<file path="config.mk">
export PLATFORM = sky130hd
export DESIGN_NAME = alu_sequencer
export DESIGN_NICKNAME = d
export VERILOG_FILES = /design/src/rtl/alu_sequencer.sv
export SDC_FILE = /design/constraint.sdc
export NUM_CORES = 1
export LEC_CHECK = 0
export CAP_MARGIN = 20
export CORE_ASPECT_RATIO = 1.2
export CORE_MARGIN = 2
export CORE_UTILIZATION = 58
export CTS_CLUSTER_SIZE = 28
export DETAILED_ROUTE_END_ITERATION = 8
export GPL_TIMING_DRIVEN = 0
export MAX_ROUTING_LAYER = met4
export PLACE_DENSITY = 0.79
export SKIP_LAST_GASP = 1
export SLEW_MARGIN = 20
export SYNTH_ARGS = -nofsm -noshare
export SYNTH_HDL_FRONTEND = slang
export SYNTH_SLANG_ARGS = --single-unit
</file>
<file path="constraint.sdc">
create_clock -name i_clk -period 9.2 [get_ports i_clk]
set_input_delay 1.38 -clock i_clk [delete_from_list [all_inputs] [get_ports i_clk]]
set_output_delay 1.38 -clock i_clk [all_outputs]
set_load 0.05 [all_outputs]
</file>
<file path="src/rtl/alu_sequencer.sv">
// alu_sequencer: three-state issue/write-back controller driving an external four-function ALU
// from an internal register file, with valid/ready handshakes on instruction and result.
module alu_sequencer #(
    parameter int WIDTH = 20,
    parameter int REGS  = 8
) (
    input  logic                     i_clk,
    input  logic                     i_reset,
    input  logic                     i_instr_valid,
    output logic                     o_instr_ready,
    input  logic [19:0]              i_instr,
    output logic [WIDTH-1:0]         o_alu_in0,
    output logic [WIDTH-1:0]         o_alu_in1,
    output logic [1:0]               o_alu_select,
    input  logic [WIDTH-1:0]         i_alu_out,
    output logic                     o_result_valid,
    input  logic                     i_result_ready,
    output logic [WIDTH-1:0]         o_result,
    input  logic                     i_wr_en,
    input  logic [$clog2(REGS)-1:0]  i_wr_addr,
    input  logic [WIDTH-1:0]         i_wr_data,
    input  logic [$clog2(REGS)-1:0]  i_rd_addr,
    output logic [WIDTH-1:0]         o_rd_data
);
    localparam int AW = $clog2(REGS);
    localparam logic [1:0] S_IDLE  = 2'd0;
    localparam logic [1:0] S_ISSUE = 2'd1;
    localparam logic [1:0] S_DONE  = 2'd2;

    logic [1:0]       r_state;
    logic [WIDTH-1:0] r_rf [REGS];
    logic [AW-1:0]    r_dst;
    logic [WIDTH-1:0] r_in0, r_in1, r_result;
    logic [1:0]       r_sel;
    logic             r_result_valid;

    logic [1:0]       w_op;
    logic [AW-1:0]    w_dst, w_src1, w_src2;
    logic             w_imm_sel;
    logic [WIDTH-1:0] w_imm;
    logic             w_accept;

    assign w_op      = i_instr[19:18];
    assign w_dst     = i_instr[17:15];
    assign w_src1    = i_instr[14:12];
    assign w_src2    = i_instr[11:9];
    assign w_imm_sel = i_instr[8];
    assign w_imm     = {{(WIDTH-8){1'b0}}, i_instr[7:0]};
    assign w_accept  = i_instr_valid && (r_state == S_IDLE);

    assign o_instr_ready  = (r_state == S_IDLE);
    assign o_alu_in0      = r_in0;
    assign o_alu_in1      = r_in1;
    assign o_alu_select   = r_sel;
    assign o_result_valid = r_result_valid;
    assign o_result       = r_result;
    assign o_rd_data      = r_rf[i_rd_addr];

    // Operands are sampled from r_rf before any same-edge preload lands (non-blocking).
    always_ff @(posedge i_clk or posedge i_reset) begin
        if (i_reset) begin
            r_state        <= S_IDLE;
            r_dst          <= '0;
            r_in0          <= '0;
            r_in1          <= '0;
            r_sel          <= 2'b00;
            r_result       <= '0;
            r_result_valid <= 1'b0;
            for (int i = 0; i < REGS; i++) r_rf[i] <= '0;
        end else begin
            case (r_state)
                S_IDLE: begin
                    if (i_wr_en) r_rf[i_wr_addr] <= i_wr_data;
                    if (w_accept) begin
                        r_dst   <= w_dst;
                        r_in0   <= r_rf[w_src1];
                        r_in1   <= w_imm_sel ? w_imm : r_rf[w_src2];
                        r_sel   <= w_op;
                        r_state <= S_ISSUE;
                    end
                end
                S_ISSUE: begin
                    r_rf[r_dst]    <= i_alu_out;
                    r_result       <= i_alu_out;
                    r_result_valid <= 1'b1;
                    r_state        <= S_DONE;
                end
                S_DONE: begin
                    if (i_result_ready) begin
                        r_result_valid <= 1'b0;
                        r_state        <= S_IDLE;
                    end
                end
                default: r_state <= S_IDLE;
            endcase
        end
    end
endmodule
</file>
==> impl_metrics.tcl, run 1 <==
set metrics [dict create \
    ys_types 43 \
    grt_max_degree 100 \
    routed_wl_um 54550 \
    fin_setup_tns_ns 0 \
    seq_area_sq_um 5705 \
    nets 1665 \
    powerDensity_nw_per_um2 357.7 \
    finalCriticalPeriod_ns 5.140 \
    post_cts_buffers 0 \
    syn_inst 1437 \
    async_flop_share_pct 100.0 \
    cp_max_fo 10 \
    cp-startpoint "i_rd_addr[0]" \
    hold_viol_final 0 \
    combPwrFrac_pct 49.0 \
    io_pins 155 \
    die_x_um 147.0 \
    critPathKind "in -> out" \
    cts_resized 0 \
    post_drt_wl_per_cell_um 28.26 \
    clk_pin_slew_ns 0.06 \
    cp-end-kind "output pin" \
    multi_input_area_sq_um 7777 \
    layout_commonest_cell "dfrtp_1" \
    worst_skew_pair.late_latency_ns 0.54 \
    min-delay-start "o_result[17]" \
    h-tree-depth 1 \
    grt_pass1_wl_um 81450 \
    cts_tree "built" \
    post_dp_cell_area_sq_um 15980 \
    seqPwrFrac_pct 34.7 \
    drive_gt1_share_pct 12.93 \
    clock_skew_ns 0.01003 \
    dp_cells 1887 \
    ys_dominant_reg_cell "dfrtp_1" \
    power.switching_mw 2.705 \
    finalMaxSlewViolations 0 \
    power.share.clock_pct 16.3 \
    peakVddDrop_v 0.0003150 \
    synth_edf_count 0 \
    dpl.hpwl_um 38960 \
    ys_seq_elements 228 \
    drt_iter0_drc 2126 \
    cts_root_buf "clkbuf_16" \
    sw_frac_of_total_pct 45.14 \
    globalplace.congestion 1.036 \
    ant_nets 0 \
    leakagePower_nw 6.888 \
    antenna_found_initial 1 \
    area_growth_pct 17.63 \
    relSlewSlack_pct 35.29 \
    rsz0062_at_grt "no" \
    max_freq_ghz 0.1945 \
    reg2reg_from "r_state[0]" \
    rows 62 \
    synth_area_sq_um 14240 \
    port-buffer-count 128 \
    grt_usage_pct 43.07 \
    cts_buffers 25 \
    grt_pass1_vias 13370 \
    drt_first_pass_iters 6 \
    start_util_pct 59.21 \
    fin_util_pct 69.66 \
    vias 13830 \
    cp_data_required_time_ns 7.82 \
    power.internal_mw 3.287 \
    core_sq_um 24050 \
    final_area_sq_um 16750 \
    setup_violations 0 \
    ys_seq_area_share_pct 40.07 \
    hold_slack_ns 0.4722 \
    yosysWarnings 0 \
    clk_path_buf_depth 3 \
    cp-start-kind "primary input" \
    fin_crit_sh_pct 55.87 \
    vias_per_cell 7.163 \
    nFillCells 1936 \
    cts_hold_buf 0 \
    syn_nets 1508 \
    cts.sinks 228 \
    drc 0 \
    hold_path.class "reg -> reg" \
    critPathArrivalTime_ns 3.76 \
    worst_pin_slew_ns 0.9707 \
    drv_cap 0 \
    layoutNonFillerInstCount 1930 \
    dieArea_sq_um 25830 \
    mostFrequentLayoutCells "228 x dfrtp_1, 156 x nand2_1, 136 x mux2i_1" \
    fp.dieH_um 175.6 \
    grt-ovfl-total 0 \
    avgSynthCellArea_sq_um 9.909 \
    status "complete, no violations" \
]
final cells by class:
type | count | share of cell area, %
clock inverter | 6 | 0.3436
sequential | 228 | 34.06
timing repair buffer | 130 | 7.977
inverter | 4 | 0.1344
multi-input combinational | 1037 | 46.43
tap | 320 | 2.390
clock buffer | 36 | 4.220
antenna | 1 | 0.01494
buffer | 168 | 4.429
power by group through the flow:
| stage | registers (mW) | logic, mW | clock network [mW] |
|---|---|---|---|
| 2_1_floorplan | 2.34 | 1.58 | 0 |
| 3_3_place_gp | 2.01 | 2.82 | 0 |
| 3_5_place_dp | 2.05 | 2.87 | 0 |
| 4_1_cts | 2.03 | 2.89 | 0.971 |
| 5_1_grt | 2.12 | 3.08 | 1.01 |
| 6_report | 2.08 | 2.94 | 0.977 |
final timing paths:
kind	to	slack, ns	depth (start not counted)
setup / recovery	o_rd_data[19]	4.06	5
hold / removal	o_result[17]	0.47	2
setup reg to reg	o_alu_in1[0]	6.78	6
hold reg to reg	o_result[17]	0.47	2
max in group asynchronous	r_rf[86]	6.75	4
min in group asynchronous	o_alu_in1[14]	1.22	2
registers in the layout, indices dropped and copies added (netlist names):
signal	count
o_result_valid	1
o_alu_in0	20
r_rf	160
o_result	20
r_dst	3
r_state	2
o_alu_in1	20
o_alu_select	2
Yosys cell counts (24+ instances only):
library cell	count	area (sq um)
o21ai_0	81	405.4
nor3_1	62	310.3
nand2_1	156	585.6
buf_2	65	325.3
o21a_1	60	450.4
nand3_1	126	630.6
mux4_2	52	1171
a22oi_1	67	503.0
nand2b_1	24	150.1
a2bb2oi_1	80	700.7
dfrtp_1	228	5705
clkbuf_1	96	360.4
o22ai_1	60	375.4
mux2i_1	136	1361
worst max-delay path: stages:
cell and delay (ns):
clkbuf_1 0.23, buf_2 0.47, mux4_2 0.62, mux2_2 0.33
clkdlybuf4s50_1 0.72
metal layers:
metal	routed length, um	GRT usage (%)
met1	19960	55.69
met2	24190	63.81
met3	8235	15.27
met4	2159	14.26
met5	0	-
cell families after synthesis:
| family | after synthesis | synth area share (%) |
|---|---|---|
| mux | 208 | 19.37 |
| buf+inv | 172 | 5.316 |
| simple gates | 424 | 14.46 |
| flops | 228 | 40.07 |
| compound gates | 405 | 20.79 |
through the flow:
stage | setup WS (ns) | power (mW)
after CTS | 4.126 | 5.895
after global routing | 4.023 | 6.210
after global placement | -1.491 | 4.833
final | 4.060 | 5.991
after detailed placement | 4.137 | 4.920
after floorplan | 1.572 | 3.920
(Power assumes the default switching activity.)
==> run 2: changes to the inputs <==
- CORE_UTILIZATION: 58 -> 52
- PLACE_DENSITY: 0.79 -> 0.74
- clock period: 9.2 -> 4.63 ns (I/O delays scaled with it)
==> run 2 against run 1 <==
Net effect: highest routed layer unchanged; clock skew increased by 0.014 ns; utilization shrank 6.7 points; sequential share of layout area down 0.51 points; setup slack worse by 3.3 ns; count of clock-buffer cells in the layout decreased by 4; routed wire length is 2.8% higher.
==> impl_metrics.tcl, run 2 (same netlist as run 1, synthesis figures left out) <==
set metrics [dict create \
    drt_iter0_drc 1876 \
    grt_pass1_wl_um 83540 \
    finalMaxSlewViolations 0 \
    cts.sinks 228 \
    critPathArrivalTime_ns 3.14 \
    path_cells "clkbuf_1 -> buf_2 -> mux4_2 -> mux2_2 -> clkdlybuf4s50_1" \
    drt_first_pass_iters 5 \
    powerDensity_nw_per_um2 714.5 \
    cts_resized 0 \
    finalCriticalPeriod_ns 3.833 \
    status "complete, no violations" \
    crit_family "buffers and inverters" \
    ant_nets 0 \
    dp_cells 1913 \
    global_route.usage.met2_pct 61.40 \
    area_growth_pct 19.41 \
    peakVddDrop_v 0.0004678 \
    cp-end-kind "output pin" \
    worstHoldPathCells 2 \
    grt_max_degree 35 \
    fin_setup_tns_ns 0 \
    dieArea_sq_um 28730 \
    regMostFlops "r_rf" \
    fin_crit_sh_pct 82.78 \
    fp.dieH_um 185.3 \
    cp-start-kind "primary input" \
    dpl.hpwl_um 41060 \
    total_power_mw 12.15 \
    hold_slack_ns 0.4703 \
    setup_ws_ns 0.7971 \
    grtUsageMet1_pct 51.77 \
    port-buffer-count 128 \
    critPathKind "in -> out" \
    cts_hold_buf 0 \
    clk_pin_slew_ns 0.06 \
    cp_max_fo 10 \
    grt_busiest_layer "met2" \
    reg2reg_slack_ns 2.19 \
    worst_pin_slew_ns 1.099 \
    leakagePower_nw 6.990 \
    path_depth 5 \
    final_area_sq_um 17000 \
    grt_pass1_vias 13430 \
    grt-ovfl-total 0 \
    cts_buffers 26 \
    die_x_um 155.1 \
    rsz0062_at_grt "no" \
    rows 66 \
    vias_per_cell 6.991 \
    layout_commonest_cell "dfrtp_1" \
    hold_viol_final 0 \
    post_cts_buffers 0 \
    fin_util_pct 62.97 \
    h-tree-depth 1 \
    drive_gt1_share_pct 13.72 \
    hold_path.class "reg -> reg" \
    routed_wl_um 56070 \
    mostFrequentLayoutCells "228 x dfrtp_1, 156 x nand2_1, 136 x mux2i_1" \
    max_freq_ghz 0.2609 \
    io_pins 155 \
    grtUsageMet3_pct 10.34 \
    timing.critical_path.buf_inv 3 \
    vias 13700 \
    layoutNonFillerInstCount 1959 \
    dp_slack_ns 0.8778 \
    worst_skew_pair.late_latency_ns 0.55 \
    cp_data_required_time_ns 3.94 \
    drc 0 \
    setup_violations 0 \
    antenna_found_initial 1 \
    drv_cap 0 \
    globalplace.congestion 0.9978 \
    grt_usage_pct 40.06 \
    cp_slowest_cell "clkdlybuf4s50_1" \
    cts_root_buf "clkbuf_16" \
    nets 1672 \
    clock_skew_ns 0.02433 \
    critPathMaxStageDelay_ns 0.71 \
    post_drt_wl_per_cell_um 28.62 \
    largest_reg_flops 160 \
    post_dp_cell_area_sq_um 16130 \
    relSlewSlack_pct 26.76 \
    cts_tree "built" \
    core_sq_um 27000 \
    clk_path_buf_depth 3 \
    start_util_pct 52.73 \
    rr_worst_depth 6 \
]
==> run 2: metal layers <==
layer,wire length [um],vias to the layer above
met3,6793,193
met5,0,-
met4,2067,0
li1,-,5765
met1,21680,6769
met2,25530,969
==> run 2: final cells by class <==
cell class | instances | area [sq um]
clock buffers | 32 | 724.4
flip-flops and latches | 228 | 5705
diodes | 1 | 2.502
clock inverters | 13 | 151.4
plain buffers | 168 | 742.0
fillers | 2289 | 10000
multi-input cells | 1037 | 7777
well taps | 340 | 425.4
repair buffers | 136 | 1456
inverters | 4 | 18.77
==> run 2: final timing paths <==
kind / start / end
min reg2reg: o_alu_in0[14] / o_alu_in0[14]
min: o_alu_in0[14] / o_alu_in0[14]
max: i_rd_addr[0] / o_rd_data[8]
max in group asynchronous: i_reset / r_rf[105]
max reg2reg: r_state[0] / o_alu_in1[2]
min in group asynchronous: i_reset / o_alu_in1[13]
==> run 2: worst reg2reg max path: cells and delay by family, from the launching register on <==
kind          cells  cell delay, ns
buf+inv           2            0.77
simple gates      4            1.21
flops             1            0.39
==> run 2: report_power, final <==
group / switching, mW / internal (mW) / total [mW]
combinational: 3.43 / 2.43 / 5.86
clock: 0.888 / 1.27 / 2.16
sequential: 1.12 / 3.01 / 4.13
total: 5.44 / 6.71 / 12.1
==> run 3: changes to the inputs <==
- CORE_UTILIZATION: 52 -> 58
- PLACE_DENSITY: 0.74 -> 0.79
- clock period: 4.63 -> 3.75 ns (I/O delays scaled with it)
==> run 3 against run 2 <==
Net effect: hold slack got worse by 0.12 ns; final cell count decreased by 1.1%; cell area decreased by 0.29%; clock skew decreased by 0.013 ns; routed wire length decreased by 1.6%; clock power increased by 26%; combinational power increased by 24%; utilization increased by 7.5 points; first-iteration DRC count increased by 6.9%; largest cell class unchanged; via count increased by 1.3%.
==> impl_metrics.tcl, run 3 (same netlist as run 1, synthesis figures left out) <==
set metrics [dict create \
    grt_max_degree 36 \
    largest_reg_flops 160 \
    finalCriticalPeriod_ns 3.471 \
    timing.critical_path.buf_inv 3 \
    powerDensity_nw_per_um2 887.2 \
    core_sq_um 24050 \
    post_drt_wl_per_cell_um 28.46 \
    grt_pass1_wl_um 83390 \
    die_x_um 147.0 \
    antenna_found_initial 1 \
    vias 13880 \
    drt_first_pass_iters 9 \
    mostFrequentLayoutCells "228 x dfrtp_1, 156 x nand2_1, 136 x mux2i_1" \
    dieArea_sq_um 25830 \
    peakVddDrop_v 0.0006657 \
    worst_pin_slew_ns 1.098 \
    cts_tree "built" \
    drt_iter0_drc 2005 \
    clk_path_buf_depth 3 \
    leakagePower_nw 6.983 \
    cp_slowest_cell "clkdlybuf4s50_1" \
    reg2reg_slack_ns 1.31 \
    rsz0062_at_grt "no" \
    cts_hold_buf 0 \
    cts_buffers 25 \
    ant_nets 0 \
    vias_per_cell 7.160 \
    rows 62 \
    cp_max_fo 10 \
    area_growth_pct 19.07 \
    relSlewSlack_pct 26.82 \
    path_cells "clkbuf_1 -> buf_2 -> mux4_2 -> mux2_2 -> clkdlybuf4s50_1" \
    grt_pass1_vias 13640 \
    h-tree-depth 1 \
    final_area_sq_um 16960 \
    drive_gt1_share_pct 13.54 \
    rr_worst_depth 6 \
    nets 1670 \
    status "complete, no violations" \
    max_freq_ghz 0.2881 \
    cp-start-kind "primary input" \
    critPathKind "in -> out" \
    crit_family "buffers and inverters" \
    regMostFlops "r_rf" \
    nFillCells 1898 \
    worst_skew_pair.late_latency_ns 0.54 \
    routed_wl_um 55160 \
    grt_usage_pct 44.03 \
    critPathMaxStageDelay_ns 0.72 \
    drc 0 \
    layout_commonest_cell "dfrtp_1" \
    path_depth 5 \
    total_power_mw 15.04 \
    critPathArrivalTime_ns 2.91 \
    dpl.hpwl_um 39620 \
    worstHoldPathCells 3 \
    io_pins 155 \
    setup_violations 0 \
    port-buffer-count 128 \
    cp_data_required_time_ns 3.19 \
    post_cts_buffers 0 \
    globalplace.congestion 1.051 \
    grt-ovfl-total 0 \
    hold_viol_final 0 \
    cts.sinks 228 \
    fp.dieH_um 175.6 \
    clock_skew_ns 0.01145 \
    clk_pin_slew_ns 0.06 \
    fin_crit_sh_pct 92.56 \
    cts_resized 0 \
    post_dp_cell_area_sq_um 16070 \
    cts_root_buf "clkbuf_16" \
    cp-end-kind "output pin" \
    drv_cap 0 \
    hold_path.class "in -> reg" \
    start_util_pct 59.21 \
    finalMaxSlewViolations 0 \
]
-- run 3: cell types whose count changed in the layout (fill, tap and decap cells not counted), sizes merged --
cell	change
buf	-1
bufinv	+2
clkinvlp	-2
clkbuf	+1
clkinv	-1
-- run 3: layer usage --
layer	up-vias	GRT usage [%]	part of all wire, %
li1	5744	-	-
met4	0	17.31	4.4
met3	247	14.96	15
met5	-	-	0
met1	6708	56.68	37
met2	1177	64.69	44
-- run 3: final timing paths --
check,endpoint,from
setup / recovery,o_rd_data[19],i_rd_addr[0]
hold / removal,o_result[17],i_alu_out[17]
setup reg to reg,o_alu_in1[6],r_state[0]
hold reg to reg,o_alu_in0[12],o_alu_in0[12]
max in group asynchronous,o_result[3],i_reset
min in group asynchronous,o_alu_in1[14],i_reset
-- run 3: layout make-up --
class | count | area (sq um) | area share, %
Tap cell | 320 | 400.4 | 2.361
Clock buffer | 33 | 695.7 | 4.103
Antenna cell | 1 | 2.502 | 0.01476
Clock inverter | 12 | 191.4 | 1.129
Multi-Input combinational cell | 1037 | 7777 | 45.87
Sequential cell | 228 | 5705 | 33.65
Buffer | 168 | 742.0 | 4.376
Timing Repair Buffer | 135 | 1421 | 8.383
Inverter | 4 | 18.77 | 0.1107
-- run 3: per-stage QoR --
stage / utilization, % / setup TNS (ns) / std cells / hold WS [ns] / setup WS (ns)
2_1_floorplan: - / 0 / 1437 / 0.4790 / 0.2075
3_3_place_gp: 66.22 / -361.96 / 1885 / 0.4588 / -1.627
3_5_place_dp: 66.81 / 0 / 1892 / 0.4628 / 0.3199
4_1_cts: 70.49 / 0 / 1937 / 0.3481 / 0.3116
5_1_grt: 70.50 / 0 / 1938 / 0.3796 / 0.2289
6_report: 70.50 / 0 / 1938 / 0.3500 / 0.2791
-- run 3: report_power, final --
group | switching, mW | total [mW] | leakage (nW) | internal, mW
clock | 1.07 | 2.72 | 0.436 | 1.65
combinational | 4.26 | 7.26 | 3.88 | 2.99
sequential | 1.36 | 5.07 | 2.67 | 3.71
-- run 3: tightest hold or removal path, delay by kind of cell --
kind / cells / cell delay (ns)
buffers and inverters: 1 / 0.17
AND/OR/NAND/NOR: 2 / 0.11
